===== config.mk =====
export PLATFORM = sky130hd
export DESIGN_NAME = popcnt_acc_flat
export DESIGN_NICKNAME = d
export VERILOG_FILES = /design/src/rtl/popcnt_acc_pkg.sv /design/src/rtl/popcnt_acc_if.sv /design/src/rtl/popcnt_acc_vec.sv /design/src/rtl/popcnt_acc.sv /design/src/flat_wrapper.sv
export SDC_FILE = /design/constraint.sdc
export NUM_CORES = 1
export LEC_CHECK = 0
export CAP_MARGIN = 20
export CORE_MARGIN = 8
export CORE_UTILIZATION = 40
export DETAILED_ROUTE_END_ITERATION = 16
export HOLD_SLACK_MARGIN = 0.05
export SETUP_SLACK_MARGIN = 0.1
export SYNTH_ARGS = -nofsm -noshare
export SYNTH_HDL_FRONTEND = slang
export SYNTH_SLANG_ARGS = --single-unit

===== constraint.sdc =====
create_clock -name clk -period 5.2 [get_ports clk]
set_input_delay 1.04 -clock clk [delete_from_list [all_inputs] [get_ports clk]]
set_output_delay 1.04 -clock clk [all_outputs]
set_load 0.1 [all_outputs]

===== src/rtl/popcnt_acc_pkg.sv =====
// Shared FSM state encoding and default widths for the popcount accumulator.
// Latency: n/a (declarations only).
// Backpressure: n/a.
package popcnt_acc_pkg;

   typedef enum logic [1:0] {
      ST_IDLE = 2'd0,
      ST_ACC  = 2'd1,
      ST_DONE = 2'd2
   } state_t;

   localparam int IN_W_DEF  = 2;
   localparam int LEN_W_DEF = 6;
   localparam int ACC_W_DEF = 8;

endpackage


===== src/rtl/popcnt_acc_if.sv =====
// Handshake bundle between the mismatch stage / result consumer and popcnt_acc.
// Latency: n/a (wires only). Optional thresh/act_out under POPCNT_ACC_THRESH_EN.
// Backpressure: out_ready from the consumer holds the result; beats have no ready.
interface popcnt_acc_if #(
   parameter int IN_W  = popcnt_acc_pkg::IN_W_DEF,
   parameter int LEN_W = popcnt_acc_pkg::LEN_W_DEF,
   parameter int ACC_W = popcnt_acc_pkg::ACC_W_DEF
) ();
   logic             start;
   logic [LEN_W-1:0] len;
   logic [IN_W-1:0]  op_in;
   logic             op_valid;
   logic             busy;
   logic [ACC_W-1:0] acc_out;
   logic             out_valid;
   logic             out_ready;
`ifdef POPCNT_ACC_THRESH_EN
   logic [ACC_W-1:0] thresh;
   logic             act_out;
`endif

   // Producer/consumer side.
   modport master (
`ifdef POPCNT_ACC_THRESH_EN
      output thresh,
      input  act_out,
`endif
      output start, len, op_in, op_valid, out_ready,
      input  busy, acc_out, out_valid
   );

   // Accumulator side.
   modport slave (
`ifdef POPCNT_ACC_THRESH_EN
      input  thresh,
      output act_out,
`endif
      input  start, len, op_in, op_valid, out_ready,
      output busy, acc_out, out_valid
   );
endinterface


===== src/rtl/popcnt_acc_vec.sv =====
// Combinational popcount of an IN_W-bit vector.
// Latency: 0 cycles (pure combinational).
// Backpressure: none.
module popcnt_vec #(
   parameter int IN_W  = popcnt_acc_pkg::IN_W_DEF,
   parameter int CNT_W = $clog2(IN_W + 1)
) (
   input  logic [IN_W-1:0]  vec_i,
   output logic [CNT_W-1:0] cnt_o
);

   // Sum of set bits.
   always_comb begin
      cnt_o = '0;
      for (int i = 0; i < IN_W; i++) begin
         cnt_o = cnt_o + CNT_W'(vec_i[i]);
      end
   end

endmodule


===== src/rtl/popcnt_acc.sv =====
// Saturating mismatch-count accumulator for one binary dot-product (IDLE/ACC/DONE).
// Latency: result valid exactly 1 cycle after the last accepted beat; optional threshold via POPCNT_ACC_THRESH_EN.
// Backpressure: result held in DONE until out_ready; beats are not backpressured and are dropped outside ACC.
module popcnt_acc
   import popcnt_acc_pkg::*;
#(
   parameter int IN_W  = IN_W_DEF,
   parameter int LEN_W = LEN_W_DEF,
   parameter int ACC_W = ACC_W_DEF
) (
   input  logic         clk,
   input  logic         rst,
   popcnt_acc_if.slave  io
);

   localparam int CNT_W = $clog2(IN_W + 1);
   // One extra bit over the wider operand so the overflow is visible before clamping.
   localparam int SUM_W = ((ACC_W > CNT_W) ? ACC_W : CNT_W) + 1;
   localparam logic [SUM_W-1:0] ACC_MAX = SUM_W'({ACC_W{1'b1}});

   state_t            state_q, state_d;
   logic [ACC_W-1:0]  acc_q, acc_d;
   logic [LEN_W-1:0]  rem_q, rem_d;
   logic [ACC_W-1:0]  acc_out_q, acc_out_d;
`ifdef POPCNT_ACC_THRESH_EN
   logic [ACC_W-1:0]  thresh_q, thresh_d;
   logic              act_q, act_d;
`endif

   logic [CNT_W-1:0]  beat_cnt;
   logic [SUM_W-1:0]  sum_wide;
   logic [ACC_W-1:0]  acc_sat;

   popcnt_vec #(
      .IN_W  (IN_W),
      .CNT_W (CNT_W)
   ) u_vec (
      .vec_i (io.op_in),
      .cnt_o (beat_cnt)
   );

   // Running sum plus this beat, clamped at the accumulator maximum.
   always_comb begin
      sum_wide = SUM_W'(acc_q) + SUM_W'(beat_cnt);
      if (sum_wide > ACC_MAX) begin
         acc_sat = '1;
      end else begin
         acc_sat = sum_wide[ACC_W-1:0];
      end
   end

   // Next-state and datapath updates for the three-state controller.
   always_comb begin
      state_d   = state_q;
      acc_d     = acc_q;
      rem_d     = rem_q;
      acc_out_d = acc_out_q;
`ifdef POPCNT_ACC_THRESH_EN
      thresh_d  = thresh_q;
      act_d     = act_q;
`endif
      case (state_q)
         ST_IDLE: begin
            // A zero-length request has nothing to count, so it is dropped.
            if (io.start && (io.len != '0)) begin
               state_d  = ST_ACC;
               acc_d    = '0;
               rem_d    = io.len;
`ifdef POPCNT_ACC_THRESH_EN
               thresh_d = io.thresh;
`endif
            end
         end
         ST_ACC: begin
            if (io.op_valid) begin
               acc_d = acc_sat;
               rem_d = rem_q - LEN_W'(1);
               if (rem_q == LEN_W'(1)) begin
                  state_d   = ST_DONE;
                  acc_out_d = acc_sat;
`ifdef POPCNT_ACC_THRESH_EN
                  act_d     = (acc_sat <= thresh_q);
`endif
               end
            end
         end
         ST_DONE: begin
            if (io.out_ready) begin
               state_d = ST_IDLE;
            end
         end
         default: begin
            state_d = ST_IDLE;
         end
      endcase
   end

   // State and datapath registers; reset discards any partial sum.
   always_ff @(posedge clk) begin
      if (rst) begin
         state_q   <= ST_IDLE;
         acc_q     <= '0;
         rem_q     <= '0;
         acc_out_q <= '0;
`ifdef POPCNT_ACC_THRESH_EN
         thresh_q  <= '0;
         act_q     <= 1'b0;
`endif
      end else begin
         state_q   <= state_d;
         acc_q     <= acc_d;
         rem_q     <= rem_d;
         acc_out_q <= acc_out_d;
`ifdef POPCNT_ACC_THRESH_EN
         thresh_q  <= thresh_d;
         act_q     <= act_d;
`endif
      end
   end

   assign io.busy      = (state_q != ST_IDLE);
   assign io.out_valid = (state_q == ST_DONE);
   assign io.acc_out   = acc_out_q;
`ifdef POPCNT_ACC_THRESH_EN
   assign io.act_out   = act_q;
`endif

endmodule


===== src/flat_wrapper.sv =====
// flat-port wrapper written by rule: the top's interface ports become plain ports
module popcnt_acc_flat import popcnt_acc_pkg::*;
#(
   parameter int IN_W  = IN_W_DEF,
   parameter int LEN_W = LEN_W_DEF,
   parameter int ACC_W = ACC_W_DEF
)
  (clk, rst, io_start, io_len, io_op_in, io_op_valid, io_out_ready, io_busy, io_acc_out, io_out_valid);
  popcnt_acc_if #(.IN_W(IN_W), .LEN_W(LEN_W), .ACC_W(ACC_W)) io_i ();
  input  logic clk;
  input  logic rst;
  input wire logic [$bits(io_i.start)-1:0] io_start;
  input wire logic [$bits(io_i.len)-1:0] io_len;
  input wire logic [$bits(io_i.op_in)-1:0] io_op_in;
  input wire logic [$bits(io_i.op_valid)-1:0] io_op_valid;
  input wire logic [$bits(io_i.out_ready)-1:0] io_out_ready;
  output wire logic [$bits(io_i.busy)-1:0] io_busy;
  output wire logic [$bits(io_i.acc_out)-1:0] io_acc_out;
  output wire logic [$bits(io_i.out_valid)-1:0] io_out_valid;
  assign io_i.start = io_start;
  assign io_i.len = io_len;
  assign io_i.op_in = io_op_in;
  assign io_i.op_valid = io_op_valid;
  assign io_i.out_ready = io_out_ready;
  assign io_busy = io_i.busy;
  assign io_acc_out = io_i.acc_out;
  assign io_out_valid = io_i.out_valid;
  popcnt_acc #(.IN_W(IN_W), .LEN_W(LEN_W), .ACC_W(ACC_W)) u_core (.clk(clk), .rst(rst), .io(io_i));
endmodule

# After elaboration in Yosys (flattened, before gate mapping)
# Index checks and enable logic that the tools add are counted.
# word_totals
output_inout_bits	10
ff_bits	24
# op_classes
n_mux	12
n_eq_ne	7
n_lt_le_gt_ge	1
reduce_logical	8
addsub	3
# op_table
cell	count
$mux 8	3
$pmux 8 s2	1
$mux 6	2
$pmux 6 s2	1
$add 8x2->9	1
$gt 9x8->1 const B	1
$mux 2	4
$eq 6x1->1 const B	1
$pmux 2 s3	1
$reduce_and 3->1	2
$reduce_bool 6->1	1
$sub 6x1->6 const B	1
$ne 2x1->1 const B	2
$ne 2x2->1 const B	2
$reduce_and 4->1	1
$reduce_bool 2->1	2
$add 1x1->2	1
$eq 2x1->1 const B	1
$eq 2x2->1 const B	1
$logic_not 2->1	1
$logic_and 1x1->1	1

# Longest topological paths before layout
# Gate-level depths: netlist of the first run.
# depth
word_depth	6
depth_mapped	7
mapped_depth_nobuf	6

# Cells and area by module
# A second synthesis of the first run with hierarchy kept.
# hier_totals
hier_cells	159
area_unflattened_um2	1296.2
# modules_own_cells
mod	instances	cells_each	area_each_um2
popcnt_acc	1	158	1283.7
popcnt_vec	1	1	12.5

# Least setup slack after synthesis of the first run
# No wires, ideal clock.
# synth_path
path_kind	register to output
start	register u_core.state_q[0]
end	output port io_out_valid
n_path_buf	1
t_required_ps	4160
path_stages_with_launch	3
arrival_ps	1857
setup_slack_ps	2303
cell_sequence	dfxtp_1 -> buf_2 -> nor2b_1
# synth_via
elab_chain_len	1
# synth_rtl
item	line	source
start, declared	popcnt_acc.sv:21	state_t state_q, state_d;
start signal, assigned	popcnt_acc.sv:110	state_q <= state_d;
$eq 2x2->1	popcnt_acc.sv:122	assign io.out_valid = (state_q == ST_DONE);
end, declared	flat_wrapper.sv:19	output wire logic [$bits(io_i.out_valid)-1:0] io_out_valid;
# No other way between the ends.

# Worst setup path in the final report of the first run
# layout_path
start	register u_core.state_q[0]
end	output port io_busy
# layout_via
elab_chain_len	1
# layout_rtl
item	line	source
$reduce_bool 2->1	popcnt_acc.sv:121	assign io.busy = (state_q != ST_IDLE);
end, declared	flat_wrapper.sv:17	output wire logic [$bits(io_i.busy)-1:0] io_busy;
# No other way between the ends.

==> summary.txt, run 1 <==
Synth
  – Syn_nets: roughly 180
  – Yosys top cell by area: dfxtp_1
  – Ys Warns: 0
  – EDFF count, synth: 0
  – Sequential share of the synthesized area: between 30% and 40%
  – Async SR Flop Fraction: 0%
  – Post-Synthesis Cells: 167
  – Top FF cell, synth: dfxtp_1
  – FF+latch count, synth: 24
  – Area of the mapped netlist: 0.001296 mm²
  – Avg Cell Area, Syn: 7.762 µm²
  – Synth cell types: 39
  – Synth top area share: a little under two fifths
  – Synth top area cells: dfxtp_1 37%, a21oi_1 7.7%, o21ai_0 5.4%

Clock network
  – Post-cts sizing count: 0
  – Clock-pin slew on the worst setup and hold paths: 0.13 ns
  – # clock sinks: 24
  – Cts bufs inserted: 3
  – Longest Clk Path Bufs: 2
  – Hold_buf cts: 0
  – Root Driver: clkbuf_4
  – CTS tree: built
  – Clock latency on the worst-skew pair: 0.31 ns
  – # H-tree levels: 1
  – Post-CTS Setup Inserts: 0

STA
  – RSZ-0062 raised after global routing: false
  – Final WS setup: approximately 1.9 ns
  – Final worst-path cycle share: a little under two thirds
  – Max Freq: roughly 300 MHz
  – Hold Fails Final Rpt: 0
  – Setup-failing EPs final: 0
  – Clk_skew: approximately 0.0017 ns
  – Slew Viols, Final: 0
  – Slew HR: 31.38%
  – Worst-Margin Slew: a little over 1 ns
  – Final worst path period need: between 3 and 4 ns
  – TNS Setup: 0 ns

Worst setup path
  – Reg2reg start: u_core.state_q[0]$_SDFFE_PP0P_
  – Worst EP required: 4.16 ns
  – Crit-path max FO: 14
  – Crit path launch type: register
  – CP peak stage delay: 1.13 ns
  – Worst setup path class: register to output port
  – Slowest stage cell, crit path: clkdlybuf4s50_1
  – CP cell instances: or2_2 -> clkdlybuf4s50_1
  – Top cell family by delay on the critical path: buffers and inverters
  – R2R Setup Slk: 3.11 ns
  – Bufs and invs on worst path: 1
  – Reg2Reg Depth: 4
  – Reg2reg end: u_core.rem_q[0]$_SDFFE_PP0P_
  – CP arrival: approximately 2.3 ns
  – CP Capture Type: output port

Die
  – Starting Density: between 40% and 50%
  – Area of the core: approximately 0.0031 mm²
  – Die W: ~73 µm
  – Placement Rows: 20
  – Die height: 72.93 µm
  – Die ar.: around 0.0053 mm²
  – # IOs: 23

Global routing
  – Number of global-route vias before repair: between 1000 and 1500
  – GRT Util Overall: 12.08%
  – Grt total ovfl: 0
  – Initial antenna violation count: 0
  – First-pass GRT wire length: a little over 5000 µm
  – Largest net degree at the start of global routing: 29

Power
  – Internal power: between 0.0002 and 0.0003 W
  – Pwr dens: between 200 and 250 mW/mm²
  – Lkg Pwr: ~0.53 nW
  – Combinational Power Share: a little over a fifth
  – Sw frac: between 20% and 30%
  – Switch Pwr: approximately 0.00012 W
  – Clock power frac: a little over a quarter
  – VDD IR-drop max: about 100 µV
  – Flop pwr share: 52.4%

Routing
  – Residual DRC: 0
  – Routed wire length: ~3100 µm
  – 1st-iter DRT viols: around 100
  – Routed vias: about 1200
  – Vias per cell: ~5.4
  – Routed WL per cell: around 14 µm
  – Initial DRT Pass Iterations: 4
  – Antenna violation net count after detailed routing: 0

Layout
  – # diodes: 0
  – Share of cells above drive strength 1: roughly 5.4%
  – Area grow syn2layout: 21.43%
  – Multi-input logic area: between 700 and 800 µm²
  – FF+latch area: 480.5 µm²
  – Nets: approximately 200
  – Fillers: 302

Hold path
  – Worst Hold Depth: 2
  – Hold Startpoint: u_core.io.acc_out[6]$_SDFFE_PP0P_
  – Type of the most critical hold path: register to register
  – WHS Endpoint: u_core.io.acc_out[6]$_SDFFE_PP0P_

Placement
  – DP HPWL: about 2200 µm
  – GP Congestion: ~0.82
  – Placement Setup Slack: about 1.8 ns
  – Port bufs: 22

Run
  – Max-cap violations: 0

Outcome
  – Status: complete, no violations
-- worst min-delay path, delay by kind of cell, from the launching register on --
| kind | cells | cell delay [ns] |
|---|---|---|
| AOI/OAI and AO/OA | 1 | 0.05 |
| DFF | 1 | 0.34 |
| and+or+nand+nor | 1 | 0.05 |
-- power by group through the flow --
stage / clock (W) / sequential [W] / combinational [W]
6_report: 0.000100 / 0.000201 / 0.0000825
5_1_grt: 0.000112 / 0.000203 / 0.0000911
4_1_cts: 0.000107 / 0.000201 / 0.0000826
3_5_place_dp: 0 / 0.000205 / 0.0000825
3_3_place_gp: 0 / 0.000205 / 0.0000819
2_1_floorplan: 0 / 0.000207 / 0.0000562
-- final cells by class --
type                       instances  share of cell area (%)
multi-input combinational        129                   48.25
sequential                        24                   30.52
timing repair buffer              23                   14.47
tap                               44                   3.498
clock buffer                       4                   2.305
inverter                           4                  0.9539
-- state kept, by name (all words and copies together), names as in the netlist --
name	flops
u_core.state_q	2
u_core.io.acc_out	8
u_core.acc_q	8
u_core.rem_q	6
-- through the flow --
| stage | util [%] | total power [W] | cells | cell area (µm²) | hold WS [ns] |
|---|---|---|---|---|---|
| after floorplan | - | 0.0002635 | 167 | 1296 | 0.4495 |
| after global placement | 49.72 | 0.0002865 | 223 | 1530 | 0.4386 |
| after detailed placement | 49.72 | 0.0002873 | 223 | 1530 | 0.4506 |
| after CTS | 50.89 | 0.0003900 | 227 | 1567 | 0.4691 |
| after global routing | 51.14 | 0.0004057 | 228 | 1574 | 0.4970 |
| final | 51.14 | 0.0003840 | 228 | 1574 | 0.4666 |
-- cells by family (layout without fill, tap and decap cells) --
kind of cell,Yosys count,after routing,share of synthesized area (%)
AND/OR/NAND/NOR,74,74,30.31
AO/OA/AOI/OAI,50,50,23.07
flip-flops,24,24,37.07
buffers and inverters,14,31,4.343
adder cells (fa/ha/maj),4,4,4.441
multiplexers,1,1,0.7722
-- routing by layer --
metal | track usage, % | routed length, µm | vias to the layer above
met4 | 4.667 | 23 | 0
met1 | 16.35 | 1640 | 578
met3 | 2.747 | 110 | 2
li1 | - | - | 636
met5 | 0 | 0 | -
met2 | 17.89 | 1322 | 19
-- cells in the mapped netlist (2+ instances only) --
cell and instances:
nor2b_1 5, nand2b_1 6, or4_1 2, inv_1 4
a211oi_1 3, ha_1 3, dfxtp_1 24, a21o_1 2
nor4_1 3, o32ai_1 2, a21oi_1 20, nor2_1 15
o21ai_0 14, o31ai_1 2, or2_2 2, nand3b_1 3
nor3_1 13, clkbuf_1 7, buf_2 3, nand2_1 12
nand3_1 4
-- how the worst max path moves through the flow --
stage                                   startpoint                           end  slack, ns  cells past startpoint
floorplan           u_core.state_q[0]$_SDFFE_PP0P_                  io_out_valid       2.30                      2
global placement                       io_op_in[0]  u_core.acc_q[5]$_SDFFE_PP0P_       1.82                      7
detailed placement                     io_op_in[0]  u_core.acc_q[5]$_SDFFE_PP0P_       1.76                      7
CTS                 u_core.state_q[0]$_SDFFE_PP0P_                       io_busy       1.88                      2
global route        u_core.state_q[0]$_SDFFE_PP0P_                       io_busy       1.81                      2
finish              u_core.state_q[0]$_SDFFE_PP0P_                       io_busy       1.90                      2
-- cells in the final DEF (no fill, tap or decap), types with 2 or more instances in the layout --
cell type	Yosys	layout
clkdlybuf4s50_1	0	22
nor2_1	15	15
or2_2	2	2
nor3_1	13	13
or4_1	2	2
o32ai_1	2	2
nand2_1	12	12
nand3b_1	3	3
o31ai_1	2	2
nor2b_1	5	5
dfxtp_1	24	24
clkbuf_4	0	4
a211oi_1	3	3
a21oi_1	20	20
inv_1	4	4
a21o_1	2	2
nand3_1	4	4
nand2b_1	6	6
ha_1	3	3
nor4_1	3	3
o21ai_0	14	14
Note: power is estimated with default switching activity, not from simulation.
==> inputs of run 2 (changes only) <==
- PLACE_DENSITY: not set -> 0.66
- clock period: 5.2 -> 3 ns (I/O delays scaled with it)
==> run 2 against run 1 <==
Net effect: critical path type is now input pin to register; power rose by 91%; worst setup slack got worse by 1.3 ns; routed wire length rose by 0.23%; sequential share of layout area fell by 0.26 points; first-iteration DRC count fell by 37%.
==> summary.txt, run 2 (synthesis gave the netlist of run 1 again) <==
Layout
  – Leading cell types in the layout, fill and taps excluded: 24 x dfxtp_1, 20 x a21oi_1, 15 x nor2_1
  – Nets: slightly above 200
  – Fillers: approximately 290
  – Area grow syn2layout: 22.49%
  – Core Util, Final: about half
  – # diodes: 0
  – Share of cells above drive strength 1: between 10% and 20%
  – Commonest non-fill, non-tap cell in the layout: dfxtp_1

Global routing
  – GR Util met1: 16.88%
  – First-pass GRT wire length: around 5400 µm
  – GR peak layer: met2
  – GR met3 Demand/Resource: between 2 and 2.5%
  – Largest net degree at the start of global routing: 19
  – Initial antenna violation count: 0
  – Grt total ovfl: 0
  – GRT Util Overall: 12.52%
  – Met2 usage: approximately a fifth
  – Number of global-route vias before repair: ~1200

Clock network
  – # H-tree levels: 1
  – Cts bufs inserted: 3
  – Clock-pin slew on the worst setup and hold paths: ~0.14 ns
  – Longest Clk Path Bufs: 2
  – # clock sinks: 24
  – CTS tree: built
  – Hold_buf cts: 0
  – Root Driver: clkbuf_4
  – Clock latency on the worst-skew pair: 0.32 ns
  – Post-CTS Setup Inserts: 0
  – Post-cts sizing count: 0

Placement
  – GP Congestion: between 0.8 and 0.9
  – DP HPWL: 2295 µm
  – Port bufs: 22

Routing
  – Routed vias: around 1300
  – Initial DRT Pass Iterations: 4
  – Residual DRC: 0
  – Routed WL per cell: roughly 13 µm
  – Routed wire length: between 3000 and 4000 µm
  – 1st-iter DRT viols: 66
  – Vias per cell: around 5.5
  – Antenna violation net count after detailed routing: 0

Hold path
  – Worst Hold Depth: 2
  – Type of the most critical hold path: register to register
  – WHS Endpoint: u_core.io.acc_out[6]$_SDFFE_PP0P_
  – Hold Startpoint: u_core.io.acc_out[6]$_SDFFE_PP0P_

Die
  – # IOs: 23
  – Die height: approximately 73 µm
  – Area of the core: about 0.0031 mm²
  – Placement Rows: 20
  – Starting Density: about 42%
  – Die W: roughly 73 µm
  – Die ar.: ~0.0053 mm²

STA
  – Max Freq: ~410 MHz
  – TNS Setup: 0 ns
  – RSZ-0062 raised after global routing: false
  – Slew HR: slightly above 60%
  – Worst-Margin Slew: just under 0.6 ns
  – Final worst-path cycle share: about four fifths
  – Final worst path period need: roughly 2.4 ns
  – Slew Viols, Final: 0
  – Setup-failing EPs final: 0
  – Hold Fails Final Rpt: 0
  – Clk_skew: between 0.0015 and 0.002 ns

Power
  – Lkg Pwr: roughly 0.57 nW
  – Pwr dens: ~460 mW/mm²
  – VDD IR-drop max: between 300 and 400 µV

Worst setup path
  – Reg2reg start: u_core.acc_q[0]$_SDFFE_PP0P_
  – Reg2reg end: u_core.acc_q[2]$_SDFFE_PP0P_
  – Worst EP required: roughly 3.3 ns
  – Slowest stage cell, crit path: nor3_1
  – CP arrival: between 2 and 3 ns
  – R2R Setup Slk: slightly below 1 ns
  – CP cell instances: clkdlybuf4s50_1 -> fa_1 -> ha_1 -> nand2_1 -> nor3_1 -> buf_4 -> o21ai_0 -> a21oi_1
  – Crit-path max FO: 7
  – Worst setup path class: input pin to register
  – CP peak stage delay: between 0.5 and 0.6 ns
  – Reg2Reg Depth: 7
  – CP Capture Type: register
  – Crit path launch type: input pin

Run
  – Max-cap violations: 0

Outcome
  – Status: complete, no violations
run 2: changes by cell type in the layout (fill, tap and decap cells not counted), sizes merged:
| cell | before | now |
|---|---|---|
| clkbuf | 5 | 3 |
| clkdlybuf4s50 | 22 | 12 |
| buf | 0 | 14 |
| bufinv | 0 | 1 |
run 2: per-stage QoR:
stage | hold WS [ns] | instance area [µm²] | worst slack, ns | total power [W] | std cells
after floorplan | 0.4495 | 1296 | 0.5432 | 0.0004568 | 167
after global placement | 0.4393 | 1535 | 0.3597 | 0.0004965 | 227
after detailed placement | 0.4496 | 1535 | 0.2606 | 0.0005004 | 227
after CTS | 0.4689 | 1588 | 0.5994 | 0.0007367 | 231
after global routing | 0.5161 | 1588 | 0.3419 | 0.0007677 | 231
final | 0.4637 | 1588 | 0.5851 | 0.0007336 | 231
run 2: critical path: cells and delay by family:
family / cells / cell delay [ns]
AND/OR/NAND/NOR: 2 / 0.62
AO/OA/AOI/OAI: 2 / 0.24
adder cells (fa/ha/maj): 2 / 0.47
buffers and inverters: 2 / 0.74
run 2: report_power, final:
| part | total [W] | internal (W) | switching [W] |
|---|---|---|---|
| sequential | 0.000348 | 0.000332 | 0.0000165 |
| combinational | 0.000146 | 0.0000623 | 0.0000837 |
| clock | 0.000239 | 0.000135 | 0.000104 |
run 2: worst max-delay path by stage:
stage | startpoint | to | slack [ns] | cells after the start
4_1_cts | io_op_in[0] | u_core.acc_q[2]$_SDFFE_PP0P_ | 0.60 | 8
2_1_floorplan | u_core.state_q[0]$_SDFFE_PP0P_ | io_out_valid | 0.54 | 2
3_3_place_gp | io_op_in[0] | u_core.acc_q[1]$_SDFFE_PP0P_ | 0.36 | 8
6_report | io_op_in[0] | u_core.acc_q[2]$_SDFFE_PP0P_ | 0.59 | 8
3_5_place_dp | io_op_in[0] | u_core.acc_q[2]$_SDFFE_PP0P_ | 0.26 | 8
5_1_grt | io_op_in[0] | u_core.io.acc_out[0]$_SDFFE_PP0P_ | 0.34 | 8
run 2: layer usage:
metal  vias up  wire (µm)
met5         -          0
met4         0         44
met3         4        158
met2        39       1365
met1       591       1536
li1        648          -
run 2: area by class of cell:
cell class | instances | area (µm²) | share of cell area [%]
clock buffer | 3 | 22.52 | 1.418
clock inverter | 1 | 30.03 | 1.891
inverter | 4 | 15.01 | 0.9456
multi-input combinational | 129 | 759.5 | 47.83
sequential | 24 | 480.5 | 30.26
tap | 44 | 55.05 | 3.467
timing repair buffer | 26 | 225.2 | 14.18
==> inputs of run 3 (changes only) <==
- clock period: 3 -> 2.1 ns (I/O delays scaled with it)
==> run 3 against run 2 <==
Net effect: worst setup slack got worse by 0.48 ns; clock skew grew 0.0012 ns; final area is 6.3% higher; non-clock buffer count up 8; sequential share of layout area fell by 1.8 points; first-iteration DRC count down 1.5%; core utilization is 3.3 points higher; sequential cell count unchanged; power grew 33%; global-route usage up 0.61 points; highest routed layer unchanged.
==> summary.txt, run 3 (synthesis gave the netlist of run 1 again) <==
Worst setup path
  – CP peak stage delay: approximately 0.49 ns
  – Worst setup path class: input pin to register
  – Slowest stage cell, crit path: clkdlybuf4s50_1
  – CP cell instances: clkdlybuf4s50_1 -> fa_2 -> ha_2 -> nand2_2 -> buf_4 -> or4_4 -> a21oi_1 -> nor3_1
  – Crit path launch type: input pin
  – Bufs and invs on worst path: 2
  – CP arrival: 2.19 ns
  – Crit-path max FO: 2
  – Top cell family by delay on the critical path: buffers and inverters
  – Worst EP required: approximately 2.3 ns
  – CP Capture Type: register

Routing
  – Routed wire length: between 3000 and 4000 µm
  – Routed vias: between 1000 and 1500
  – Initial DRT Pass Iterations: 4
  – Vias per cell: approximately 5.5
  – 1st-iter DRT viols: 65
  – Residual DRC: 0
  – Antenna violation net count after detailed routing: 0
  – Routed WL per cell: 14.61 µm

Global routing
  – Largest net degree at the start of global routing: 19
  – Initial antenna violation count: 0
  – First-pass GRT wire length: around 5600 µm
  – Number of global-route vias before repair: between 1000 and 1500
  – Grt total ovfl: 0
  – GRT Util Overall: a little over an eighth

Power
  – Post-layout total power: approximately 0.001 W
  – VDD IR-drop max: around 340 µV
  – Internal power: 0.0006876 W
  – Switch Pwr: around 0.00029 W
  – Sw frac: ~30%
  – Clock power frac: about a quarter
  – Flop pwr share: 51.0%
  – Pwr dens: just under 600 mW/mm²
  – Lkg Pwr: approximately 0.63 nW
  – Combinational Power Share: approximately a quarter

Die
  – Die height: roughly 73 µm
  – Die W: ~73 µm
  – Die ar.: ~0.0053 mm²
  – Area of the core: a little over 0.003 mm²
  – Placement Rows: 20
  – # IOs: 23
  – Starting Density: between 40% and 50%

Layout
  – Share of cells above drive strength 1: about a fifth
  – Final non-filler cell total: 239
  – Area grow syn2layout: 30.21%
  – Nets: 213
  – Commonest non-fill, non-tap cell in the layout: dfxtp_1
  – Leading cell types in the layout, fill and taps excluded: 24 x dfxtp_1, 20 x a21oi_1, 20 x buf_4
  – # diodes: 0

STA
  – Setup-failing EPs final: 0
  – RSZ-0062 raised after global routing: true
  – Hold Fails Final Rpt: 0
  – Slew Viols, Final: 0
  – Clk_skew: roughly 0.0029 ns
  – Final worst path period need: 1.990 ns
  – Slew HR: roughly 63%
  – Worst-Margin Slew: 0.5536 ns
  – TNS Setup: 0 ns
  – Max Freq: between 500 and 600 MHz
  – Final worst-path cycle share: a little over nine tenths

Placement
  – DP Cell Count: 234
  – Port bufs: 22
  – GP Congestion: ~0.88
  – DP HPWL: 2532 µm

Clock network
  – Longest Clk Path Bufs: 2
  – CTS tree: built
  – Clock-pin slew on the worst setup and hold paths: 0.13 ns
  – Hold_buf cts: 0
  – Cts bufs inserted: 3
  – # H-tree levels: 1
  – Root Driver: clkbuf_4
  – # clock sinks: 24
  – Clock latency on the worst-skew pair: approximately 0.32 ns

Hold path
  – Type of the most critical hold path: register to register

Outcome
  – Status: complete, no violations

Run
  – Max-cap violations: 0
## run 3: changes by cell type in the layout (fill, tap and decap cells not counted), sizes merged
cell and change:
clkbuf +1, buf +8, bufinv -1
## run 3: timing repair
action / 4_1_cts / 5_1_grt
setup buffers: 0 / 1
gates resized for setup: 3 / 4
endpoints found under the setup margin: 12 / 10
pin swaps: 0 / 3
cloned: 0 / 0
## run 3: layout make-up
cell class                 instances  area [µm²]
clock buffer                       4       36.28
fill                             297        1390
inverter                           4       15.01
multi-input combinational        129       790.8
sequential                        24       480.5
tap                               44       55.05
timing repair buffer              34       310.3
## run 3: metrics by stage
step | utilization [%] | hold WS (ns) | cell area (µm²) | setup WS, ns
6_report | 54.84 | 0.4688 | 1688 | 0.1097
5_1_grt | 54.84 | 0.5218 | 1688 | 0.05887
3_5_place_dp | 52.48 | 0.4534 | 1615 | -0.5916
3_3_place_gp | 52.48 | 0.4444 | 1615 | -0.4358
4_1_cts | 54.23 | 0.4714 | 1669 | 0.1077
2_1_floorplan | - | 0.4495 | 1299 | 0.2234
## run 3: worst paths after layout
check | start | to | slack [ns] | depth (start not counted)
hold reg to reg | u_core.io.acc_out[6]$_SDFFE_PP0P_ | u_core.io.acc_out[6]$_SDFFE_PP0P_ | 0.47 | 2
setup reg to reg | u_core.state_q[0]$_SDFFE_PP0P_ | u_core.io.acc_out[3]$_SDFFE_PP0P_ | 0.21 | 4
setup / recovery | io_op_in[0] | u_core.acc_q[6]$_SDFFE_PP0P_ | 0.11 | 8
hold / removal | u_core.io.acc_out[6]$_SDFFE_PP0P_ | u_core.io.acc_out[6]$_SDFFE_PP0P_ | 0.47 | 2
## run 3: power groups by stage
stage,registers (W),clock network (W),logic [W]
floorplan,0.000513,0,0.000139
finish,0.000498,0.000244,0.000234
global route,0.000502,0.000275,0.000257
detailed placement,0.000508,0,0.000229
global placement,0.000507,0,0.000225
CTS,0.000498,0.000250,0.000231
## run 3: metal layers
metal	vias to the layer above	share of wire (%)	routed length [µm]	track usage (%)
met2	45	46	1615	19.98
met1	595	47	1629	17.67
met3	6	6.0	208	3.709
li1	657	-	-	-
met4	0	1.1	37	3.111
met5	-	0	0	0
## run 3: worst min-delay path, stage by stage (launching register included)
cell and delay (ns):
dfxtp_1 0.33, nand2_1 0.05, a21oi_1 0.05
